===== src/rtl/instr_encoder.sv =====
// RV32 instruction encoder: packs register/immediate fields into a 32-bit word,
// flags illegal requests, and delivers results through a small in-order queue.
package riscv_pkg;
    localparam int RV_XLEN = 32;

    typedef enum logic [6:0] {
        OP_LOAD   = 7'h03,
        OP_IMM    = 7'h13,
        OP_AUIPC  = 7'h17,
        OP_STORE  = 7'h23,
        OP_REG    = 7'h33,
        OP_LUI    = 7'h37,
        OP_BRANCH = 7'h63,
        OP_JALR   = 7'h67,
        OP_JAL    = 7'h6F,
        OP_SYSTEM = 7'h73
    } opcode_t;

    typedef enum logic [2:0] {
        FMT_R = 3'd0,
        FMT_I = 3'd1,
        FMT_S = 3'd2,
        FMT_B = 3'd3,
        FMT_U = 3'd4,
        FMT_J = 3'd5
    } fmt_t;

    function automatic logic [RV_XLEN-1:0] i_imm(input logic [31:0] instr);
        return {{(RV_XLEN-12){instr[31]}}, instr[31:20]};
    endfunction

    function automatic logic [RV_XLEN-1:0] s_imm(input logic [31:0] instr);
        return {{(RV_XLEN-12){instr[31]}}, instr[31:25], instr[11:7]};
    endfunction

    function automatic logic [RV_XLEN-1:0] b_imm(input logic [31:0] instr);
        return {{(RV_XLEN-13){instr[31]}}, instr[31], instr[7], instr[30:25], instr[11:8], 1'b0};
    endfunction

    function automatic logic [RV_XLEN-1:0] u_imm(input logic [31:0] instr);
        return {{(RV_XLEN-32){instr[31]}}, instr[31:12], 12'h000};
    endfunction

    function automatic logic [RV_XLEN-1:0] j_imm(input logic [31:0] instr);
        return {{(RV_XLEN-21){instr[31]}}, instr[31], instr[19:12], instr[20], instr[30:21], 1'b0};
    endfunction
endpackage

module instr_encoder #(
    parameter int RV_XLEN = riscv_pkg::RV_XLEN,
    parameter int DEPTH   = 2
) (
    input  logic                         clk_i,
    input  logic                         rst_ni,
    input  logic                         flush_i,
    input  logic                         req_valid_i,
    output logic                         req_ready_o,
    input  logic [2:0]                   fmt_i,
    input  logic [6:0]                   opcode_i,
    input  logic [4:0]                   rd_i,
    input  logic [4:0]                   rs1_i,
    input  logic [4:0]                   rs2_i,
    input  logic [2:0]                   funct3_i,
    input  logic [6:0]                   funct7_i,
    input  logic [RV_XLEN-1:0]           imm_i,
    output logic                         rsp_valid_o,
    input  logic                         rsp_ready_i,
    output logic [31:0]                  instr_o,
    output logic                         err_o,
    output logic [$clog2(DEPTH+1)-1:0]   count_o
);
    import riscv_pkg::*;

    localparam int CNT_W = $clog2(DEPTH + 1);
    localparam int PTR_W = (DEPTH > 1) ? $clog2(DEPTH) : 1;

    // True when every bit from msb upward matches, i.e. imm fits as a signed (msb+1)-bit value.
    function automatic logic sext_ok(input logic [RV_XLEN-1:0] v, input int unsigned msb);
        logic [RV_XLEN-1:0] s;
        s = RV_XLEN'($signed(v) >>> msb);
        return (s == '0) || (s == '1);
    endfunction

    function automatic logic [PTR_W-1:0] ptr_inc(input logic [PTR_W-1:0] p);
        return (p == PTR_W'(DEPTH - 1)) ? '0 : p + PTR_W'(1);
    endfunction

    logic [31:0]      enc_word;
    logic             enc_err;
    logic [31:0]      entry_instr;

    // NOTE: combinational blocks use blocking assignments and give every output a default first, so no latch is inferred.
    always_comb begin
        enc_word = '0;
        enc_err  = 1'b0;
        case (fmt_i)
            FMT_R: enc_word = {funct7_i, rs2_i, rs1_i, funct3_i, rd_i, opcode_i};
            FMT_I: begin
                enc_word = {imm_i[11:0], rs1_i, funct3_i, rd_i, opcode_i};
                enc_err  = !sext_ok(imm_i, 11);
            end
            FMT_S: begin
                enc_word = {imm_i[11:5], rs2_i, rs1_i, funct3_i, imm_i[4:0], opcode_i};
                enc_err  = !sext_ok(imm_i, 11);
            end
            FMT_B: begin
                enc_word = {imm_i[12], imm_i[10:5], rs2_i, rs1_i, funct3_i,
                            imm_i[4:1], imm_i[11], opcode_i};
                enc_err  = !sext_ok(imm_i, 12) || imm_i[0];
            end
            FMT_U: begin
                enc_word = {imm_i[31:12], rd_i, opcode_i};
                enc_err  = (imm_i[11:0] != 12'h000) || !sext_ok(imm_i, 31);
            end
            FMT_J: begin
                enc_word = {imm_i[20], imm_i[10:1], imm_i[11], imm_i[19:12], rd_i, opcode_i};
                enc_err  = !sext_ok(imm_i, 20) || imm_i[0];
            end
            default: enc_err = 1'b1;
        endcase
        if (opcode_i[1:0] != 2'b11) begin
            enc_err = 1'b1;
        end
    end

    assign entry_instr = enc_err ? 32'h0000_0000 : enc_word;

    logic [31:0]      mem_instr [DEPTH];
    logic             mem_err   [DEPTH];
    logic [PTR_W-1:0] rd_ptr;
    logic [PTR_W-1:0] wr_ptr;
    logic [CNT_W-1:0] count;
    logic             push;
    logic             pop;

    assign req_ready_o = (count < CNT_W'(DEPTH));
    assign rsp_valid_o = (count != '0);
    assign push        = req_valid_i && req_ready_o && !flush_i;
    assign pop         = rsp_valid_o && rsp_ready_i && !flush_i;

    // NOTE: queue storage is left unreset; count and pointers alone decide which entries are live.
    always_ff @(posedge clk_i) begin
        if (push) begin
            mem_instr[wr_ptr] <= entry_instr;
            mem_err[wr_ptr]   <= enc_err;
        end
    end

    always_ff @(posedge clk_i or negedge rst_ni) begin
        if (!rst_ni) begin
            rd_ptr <= '0;
            wr_ptr <= '0;
            count  <= '0;
        end else if (flush_i) begin
            rd_ptr <= '0;
            wr_ptr <= '0;
            count  <= '0;
        end else begin
            if (push) begin
                wr_ptr <= ptr_inc(wr_ptr);
            end
            if (pop) begin
                rd_ptr <= ptr_inc(rd_ptr);
            end
            case ({push, pop})
                2'b10:   count <= count + CNT_W'(1);
                2'b01:   count <= count - CNT_W'(1);
                default: count <= count;
            endcase
        end
    end

    assign instr_o = rsp_valid_o ? mem_instr[rd_ptr] : 32'h0000_0000;
    assign err_o   = rsp_valid_o ? mem_err[rd_ptr]   : 1'b0;
    assign count_o = count;

endmodule


===== config.mk =====
export PLATFORM = sky130hd
export DESIGN_NAME = instr_encoder
export DESIGN_NICKNAME = d
export VERILOG_FILES = /design/src/rtl/instr_encoder.sv
export SDC_FILE = /design/constraint.sdc
export NUM_CORES = 1
export LEC_CHECK = 0
export CAP_MARGIN = 20
export CORE_MARGIN = 1.5
export CORE_UTILIZATION = 50
export CTS_CLUSTER_SIZE = 14
export DETAILED_ROUTE_END_ITERATION = 12
export PLACE_DENSITY = 0.94
export SLEW_MARGIN = 30
export SYNTH_ARGS = -nofsm -noshare
export SYNTH_HDL_FRONTEND = slang
export SYNTH_SLANG_ARGS = --single-unit

===== constraint.sdc =====
create_clock -name clk_i -period 6.16 [get_ports clk_i]
set_input_delay 1.54 -clock clk_i [delete_from_list [all_inputs] [get_ports clk_i]]
set_output_delay 1.54 -clock clk_i [all_outputs]
set_load 0.01 [all_outputs]

==> After elaboration in Yosys (flattened, before gate mapping) <==
Memory sizes are Yosys's and may differ from the RTL's.
Cells that the tools add are included.
{ "totals": {"mem_bits_rw": 66, "elab_cells": 65, "inputBits": 72, "regBits": 4, "n_memories": 2, "output_inout_bits": 37} }
{ "memory_table": {"columns": ["name", "words", "width", "read_ports", "rd_ports_with_merged_regs", "wr", "line", "text"], "rows": [
  ["mem_instr", 2, 32, 1, 0, 1, "128", "logic [31:0] mem_instr [DEPTH];"],
  ["mem_err", 2, 1, 1, 0, 1, "129", "logic mem_err [DEPTH];"]
]} }
{ "op_classes": {"muxes": 16, "n_eq_ne": 12, "magnitude_cmp": 1, "add_sub_neg": 4, "reduce_logical": 27} }
{ "op_table": {"columns": ["cell", "count"], "rows": [
  ["$pmux W32 S6", 1],
  ["$eq A32 B32 Y1 const B", 4],
  ["$logic_not A32 Y1", 4],
  ["$mux W32", 2],
  ["$reduce_bool A12 Y1", 1],
  ["$mux W1", 10],
  ["$logic_or A1 B1 Y1", 7],
  ["$eq A3 B2 Y1 const B", 2],
  ["$eq A3 B3 Y1 const B", 2],
  ["$reduce_bool A2 Y1", 3],
  ["$logic_not A1 Y1", 5],
  ["$pmux W1 S5", 1],
  ["$logic_and A1 B1 Y1", 4],
  ["$pmux W2 S2", 1],
  ["$eq A3 B1 Y1 const B", 1],
  ["$logic_not A3 Y1", 1],
  ["$reduce_bool A3 Y1", 1],
  ["$add A1 B1 Y1 const B", 2],
  ["$add A2 B1 Y2 const B", 1],
  ["$eq A2 B1 Y1 const B", 1],
  ["$eq A2 B2 Y1 const B", 1],
  ["$lt A2 B2 Y1 const B", 1],
  ["$mux W2", 1],
  ["$ne A2 B2 Y1 const B", 1],
  ["2 further kinds", 2]
]} }

==> Longest topological paths before layout <==
Gate-level depths: netlist (run 1).
{ "depth": {"depth_word": 7, "ltp_mapped": 7, "depth_no_buf": 5} }

==> Worst setup path before layout (run 1) <==
Ideal clock, no wire load.
{ "synth_path": {"path_kind": "in2reg", "start": "input req_valid_i", "end": "memory mem_err[1] (enable)", "stages": 2, "path_buffers": 0, "path_slack_ps": 1560, "t_arrival_ps": 4129, "setup_ps": 471, "t_required_ps": 5689, "path_cell_list": "nand2_1 > nor3b_1"} }
{ "synth_via": {"elab_chain_len": 4} }
{ "synth_lines": {"columns": ["item", "line", "text"], "rows": [
  ["from (decl)", "56", "input logic req_valid_i,"],
  ["$logic_and A1 B1 Y1 (2 in a row)", "138", "assign push = req_valid_i && req_ready_o && !flush_i;"],
  ["$mux W1", "143", "if (push) begin"],
  ["$mux W1 (implied by the code)", "145", "mem_err[wr_ptr] <= enc_err;"],
  ["to (decl)", "129", null]
]} }
Every way passes these cells.

==> Final worst setup path (run 1) <==
{ "layout_path": {"start": "input fmt_i[0]", "end": "memory mem_err[1] (data pin)"} }
{ "layout_via": {"elab_chain_len": 4, "word_cells_on_any_way": 9, "classes_between": "5 x eq/ne; 2 x mux; 2 x reduce/logical"} }
{ "layout_lines": {"columns": ["item", "line", "text"], "rows": [
  ["from (decl)", "58", "input logic [2:0] fmt_i,"],
  ["$eq A3 B2 Y1 / $eq A3 B1 Y1 (equally long branches)", "96", "case (fmt_i)"],
  ["$reduce_or A2 Y1 (no source line)", null, null],
  ["$pmux W1 S5 *", "96", null],
  ["$mux W1 *", "121", "if (opcode_i[1:0] != 2'b11) begin"],
  ["net enc_err", "89", "logic enc_err;"]
]} }
The timed path passes the listed nets; every way through them passes the cells marked *.

==> impl_metrics.yaml, run 1 <==
outcome:
  outcome: "finished clean"
power_and_ir_drop:
  vdd_drop_max_mv: 0.146
  p_sw_uw: 287
  p_per_area_mw_per_mm2: 239
  p_clk_share_pct: 38.4
  p_int_uw: 956
  p_leak_nw: 1.66
  pwr-share-seq_pct: 44.6
  power_frac_comb_pct: 17.0
  swShare_pct: 23.1
clock_network:
  htree_num_levels: 3
  cts_sinks: 70
  cts_hold_buf: 0
  cts.path.max_buffers: 2
  clk_pin_slew_ns: 0.07
  clk_latency_ns: 0.35
  cts_setup_buffers: 0
  postCtsResizedCells: 0
  cts-root-buf: "clkbuf_8"
  cts_tree: "done"
  numCtsBuffers: 9
synth:
  synth_top_area_share_pct: 52.4
  ys_top_cells_by_area: "edfxtp_1, mux2i_1, nor4b_2"
  ys_seq_elements: 70
  postSynthCellCount: 322
  ys_seq_area_share_pct: 55.1
  yosys_warnings: 0
  synth_fp_nets: 394
  syn-cell-area_mm2: 0.00378
  synth.avg_cell_area_um2: 11.7
  yosys.area.top_type: "edfxtp_1"
  ys_types: 33
placement:
  numPortBuffers: 108
  gp_congestion: 0.872
  place_area_mm2: 0.00495
  dp_cells: 509
  dpl.hpwl_um: 6480
sta:
  tns_ns: 0
  final-setup-viol-count: 0
  slew_violations: 0
  min_period_ns: 4.20
  slew_headroom_pct: 45.1
  tightest_slew_ns: 0.821
  period_share_pct: 68.1
  max_freq_mhz: 238
  whs_ns: 0.600
  rsz0062_at_grt: "no"
  finClkSkew_ns: 0.00686
  finalHoldViolCount: 0
worst_setup_path:
  crit_type: "in2reg"
  slowest_delay_ns: 1.00
  cp-start-kind: "input pin"
  crit_chain: "clkdlybuf4s50_1 -> nor2b_1 -> a22oi_1 -> a2bb2oi_1 -> o221a_4 -> or4_1"
  crit_fanout: 33
  endpoint_kind: "flop"
  crit_slowest_cell: "clkdlybuf4s50_1"
  crit_arrival_ns: 4.27
  required_ns: 6.24
drt:
  first_pass_iters: 5
  wl_um: 9390
  postRouteAntennaNets: 0
  wire_per_inst_um: 17.9
  drt-initial-drc-count: 283
  drc: 0
  vias: 3104
  vias_per_cell: 5.91
final_layout:
  finalNonFillerCells: 525
  fill_cells: 510
  n_antenna_cell: 0
  final_cell_mix: "clkdlybuf4s50_1, edfxtp_1, mux2i_1, nor2_1, nand2_1"
  multi_input_area_mm2: 0.00162
  layout-drive-gt1-share_pct: 11.0
  seq_area_mm2: 0.00209
  layout_commonest_cell: "clkdlybuf4s50_1"
  nNetsFinal: 493
  stdcell_area_mm2: 0.00521
  area_delta_synth_final_pct: 37.9
die:
  start_util_pct: 51.8
  rows: 31
  ios: 109
  die_h_um: 89.9
  coreArea_mm2: 0.00729
  dieWidth_um: 89.9
  die_area_mm2: 0.00809
job:
  cap_violations: 0
grt:
  grt_antenna_before_repair: 0
  grt_pass1_wl_um: 14800
  grt_max_degree: 35
  grt-ovfl-total: 0
  track_usage_pct: 23.4
  first_global_vias: 3076
worst_hold_path:
  hp-class: "reg2reg"
## worst paths after layout
check / startpoint / to / slack, ns / depth (start not counted)
max: fmt_i[0] / mem_err[1] / 1.96 / 6
min: wr_ptr / wr_ptr / 0.60 / 2
max reg2reg: count_o[1] / mem_instr[1][26] / 4.46 / 4
min reg2reg: wr_ptr / wr_ptr / 0.60 / 2
max in group asynchronous: rst_ni / rd_ptr / 4.59 / 1
min in group asynchronous: rst_ni / wr_ptr / 1.39 / 1
## area by class of cell
| type | count | share of cell area (%) |
|---|---|---|
| multi-input combinational | 225 | 31.1 |
| clock inverter | 7 | 2.62 |
| tap | 99 | 2.38 |
| inverter | 3 | 0.216 |
| clock buffer | 9 | 2.38 |
| sequential | 70 | 40.0 |
| timing repair buffer | 112 | 21.3 |
## metrics by stage
step / utilization [%] / worst slack [ns] / power [mW]
floorplan: - / 1.56 / 0.665
global placement: 67.7 / 1.70 / 0.766
detailed placement: 67.9 / 1.53 / 0.775
CTS: 71.5 / 1.88 / 1.25
global route: 71.5 / 1.85 / 1.28
finish: 71.5 / 1.96 / 1.24
## worst max-delay path: cells and delay by family
family / cells / cell delay [ns]
buffers and inverters: 1 / 1.00
AND/OR/NAND/NOR: 2 / 0.94
AO/OA/AOI/OAI: 3 / 0.76
## cells by family (layout without fill, tap and decap cells)
| group | after synthesis | count (layout) | share of synthesized area, % |
|---|---|---|---|
| xor gates and xnor gates | 4 | 4 | 0.927 |
| and+or+nand+nor | 129 | 129 | 20.3 |
| muxes | 45 | 45 | 12.0 |
| buffers and inverters | 27 | 131 | 2.95 |
| AOI/OAI and AO/OA | 47 | 47 | 8.71 |
| DFF | 70 | 70 | 55.1 |
## power groups by stage
stage | Sequential (mW) | Combinational [mW] | Clock (mW)
after floorplan | 0.555 | 0.109 | 0
after global placement | 0.563 | 0.203 | 0
after detailed placement | 0.564 | 0.210 | 0
after CTS | 0.555 | 0.212 | 0.481
after global routing | 0.557 | 0.225 | 0.501
final | 0.555 | 0.211 | 0.478
## registers in the layout, indices dropped and copies added, names as in the netlist
| register | count |
|---|---|
| wr_ptr | 1 |
| mem_err | 2 |
| mem_instr | 64 |
| count_o | 2 |
| rd_ptr | 1 |
## Yosys cell counts
cell type	instances
a211oi_1	2
a21oi_1	12
a22oi_1	17
a2bb2oi_1	1
a31oi_1	2
buf_1	1
buf_2	8
clkbuf_1	15
dfrtp_1	4
edfxtp_1	66
inv_1	3
mux2_2	3
mux2i_1	42
nand2_1	20
nand3_1	3
nand4_1	5
nor2_1	44
nor2b_1	12
nor3_1	16
nor3b_1	1
nor4_1	8
nor4_2	2
nor4b_1	2
nor4b_2	14
o21ai_0	1
o221a_4	1
o22ai_1	6
o2bb2ai_1	4
o31ai_1	1
or3b_1	1
or4_1	1
xnor2_1	1
xor2_1	3
## routing by layer
metal | track usage (%) | part of all wire (%) | vias up
met5 | 0 | 0 | -
met4 | 10.8 | 3.1 | 0
met3 | 4.48 | 7.5 | 26
met2 | 41.4 | 51 | 179
met1 | 27.5 | 38 | 1475
li1 | - | - | 1424
(Power assumes the default switching activity.)
==> inputs of run 2 (changes only) <==
--- a/config.mk
+++ b/config.mk
@@ -7,10 +7,10 @@
 export LEC_CHECK = 0
 export CAP_MARGIN = 20
 export CORE_MARGIN = 1.5
-export CORE_UTILIZATION = 50
+export CORE_UTILIZATION = 48
 export CTS_CLUSTER_SIZE = 14
 export DETAILED_ROUTE_END_ITERATION = 12
-export PLACE_DENSITY = 0.94
+export PLACE_DENSITY = 0.91
 export SLEW_MARGIN = 30
 export SYNTH_ARGS = -nofsm -noshare
 export SYNTH_HDL_FRONTEND = slang
==> constraint.sdc (replaced) <==
create_clock -name clk_i -period 3.9 [get_ports clk_i]
set_input_delay 0.975 -clock clk_i [delete_from_list [all_inputs] [get_ports clk_i]]
set_output_delay 0.975 -clock clk_i [all_outputs]
set_load 0.01 [all_outputs]
==> impl_metrics.yaml, run 2 (synthesized netlist as in run 1, its figures left out) <==
outcome:
  outcome: "finished clean"
sta:
  finClkSkew_ns: 0.00742
  max_freq_mhz: 302
  finalHoldViolCount: 0
  rsz0062_at_grt: "no"
  final-setup-viol-count: 0
  period_share_pct: 85.0
  tns_ns: 0
  slew_headroom_pct: 42.9
  slew_violations: 0
  min_period_ns: 3.31
  tightest_slew_ns: 0.856
drt:
  drc: 0
  drt-initial-drc-count: 167
  wl_um: 9250
  vias_per_cell: 5.67
  wire_per_inst_um: 17.3
  postRouteAntennaNets: 0
  vias: 3039
  first_pass_iters: 5
final_layout:
  fill_cells: 582
  top_register: "mem_instr"
  layout-drive-gt1-share_pct: 12.0
  final_cell_mix: "clkdlybuf4s50_1, edfxtp_1, mux2i_1, nor2_1, nand2_1"
  area_delta_synth_final_pct: 37.1
  n_antenna_cell: 0
  nNetsFinal: 501
  layout_commonest_cell: "clkdlybuf4s50_1"
  utilization_pct: 67.4
  largest_reg_flops: 64
worst_setup_path:
  cp-start-kind: "flop"
  crit_slowest_cell: "dfrtp_2"
  cp_num_buf_inv: 2
  crit_family: "flip-flops"
  crit_chain: "buf_4 -> mux2i_1 -> nor2_1 -> clkdlybuf4s50_1"
  required_ns: 2.92
  crit_arrival_ns: 2.34
  crit_fanout: 30
  crit_type: "reg2out"
  slowest_delay_ns: 0.92
  endpoint_kind: "output port"
grt:
  grt_antenna_before_repair: 0
  grt-ovfl-total: 0
  first_global_vias: 3063
  grt_pass1_wl_um: 15000
  track_usage_pct: 23.0
  grt_max_degree: 35
clock_network:
  cts-root-buf: "clkbuf_8"
  cts_hold_buf: 0
  numCtsBuffers: 9
  clk_latency_ns: 0.34
  cts_setup_buffers: 0
  htree_num_levels: 3
  postCtsResizedCells: 0
  cts_tree: "done"
  cts_sinks: 70
  clk_pin_slew_ns: 0.07
  cts.path.max_buffers: 2
die:
  die_area_mm2: 0.00842
  rows: 32
  coreArea_mm2: 0.00769
  ios: 109
  die_h_um: 91.7
  dieWidth_um: 91.7
  start_util_pct: 49.2
power_and_ir_drop:
  p_per_area_mw_per_mm2: 330
  vdd_drop_max_mv: 0.235
  p_leak_nw: 1.65
placement:
  gp_congestion: 0.913
  numPortBuffers: 108
  dpl.hpwl_um: 6660
job:
  cap_violations: 0
worst_hold_path:
  hp-class: "reg2reg"
==> run 2: metrics by stage <==
step | cells | cell area (um2) | hold slack [ns] | power, mW | setup slack (ns)
3_5_place_dp | 520 | 5020 | 0.608 | 1.23 | 0.457
4_1_cts | 536 | 5180 | 0.619 | 1.72 | 0.558
3_3_place_gp | 520 | 5020 | 0.567 | 1.22 | 0.539
2_1_floorplan | 322 | 3780 | 0.518 | 1.05 | 0.0704
6_report | 536 | 5180 | 0.613 | 1.71 | 0.586
5_1_grt | 536 | 5180 | 0.658 | 1.78 | 0.455
==> run 2: path summary, 6_finish.rpt <==
kind                            start               end  slack [ns]  cells past startpoint
max                            rd_ptr       instr_o[29]        0.59                      4
min                            wr_ptr            wr_ptr        0.61                      2
max reg2reg                count_o[1]  mem_instr[1][24]        2.22                      4
min reg2reg                    wr_ptr            wr_ptr        0.61                      2
max in group asynchronous      rst_ni            rd_ptr        2.87                      1
min in group asynchronous      rst_ni        count_o[0]        0.84                      1
==> run 2: power breakdown <==
group / internal [mW] / total [mW] / switching [mW]
clock: 0.227 / 0.496 / 0.269
sequential: 0.852 / 0.873 / 0.0208
combinational: 0.178 / 0.342 / 0.164
==> run 2: final cells by class <==
class | count | area [um2] | area share, %
Sequential cell | 70 | 2080 | 40.2
Multi-Input combinational cell | 225 | 1620 | 31.3
Timing Repair Buffer | 120 | 1170 | 22.6
Clock buffer | 10 | 128 | 2.46
Tap cell | 102 | 128 | 2.46
Clock inverter | 6 | 38.8 | 0.748
Inverter | 3 | 11.3 | 0.217
==> run 2: metal layers <==
metal  vias up  wire [um]  track usage [%]
met5         -          0                0
met4         0        110             8.46
met3        12        686             4.39
met2       153       4480             38.5
met1      1428       3980             29.9
li1       1446          -                -
==> run 2: worst min-delay path, cell delays in order, from the launching register on <==
cell and delay (ns):
dfrtp_1 0.39, xor2_1 0.08, nor2_1 0.09
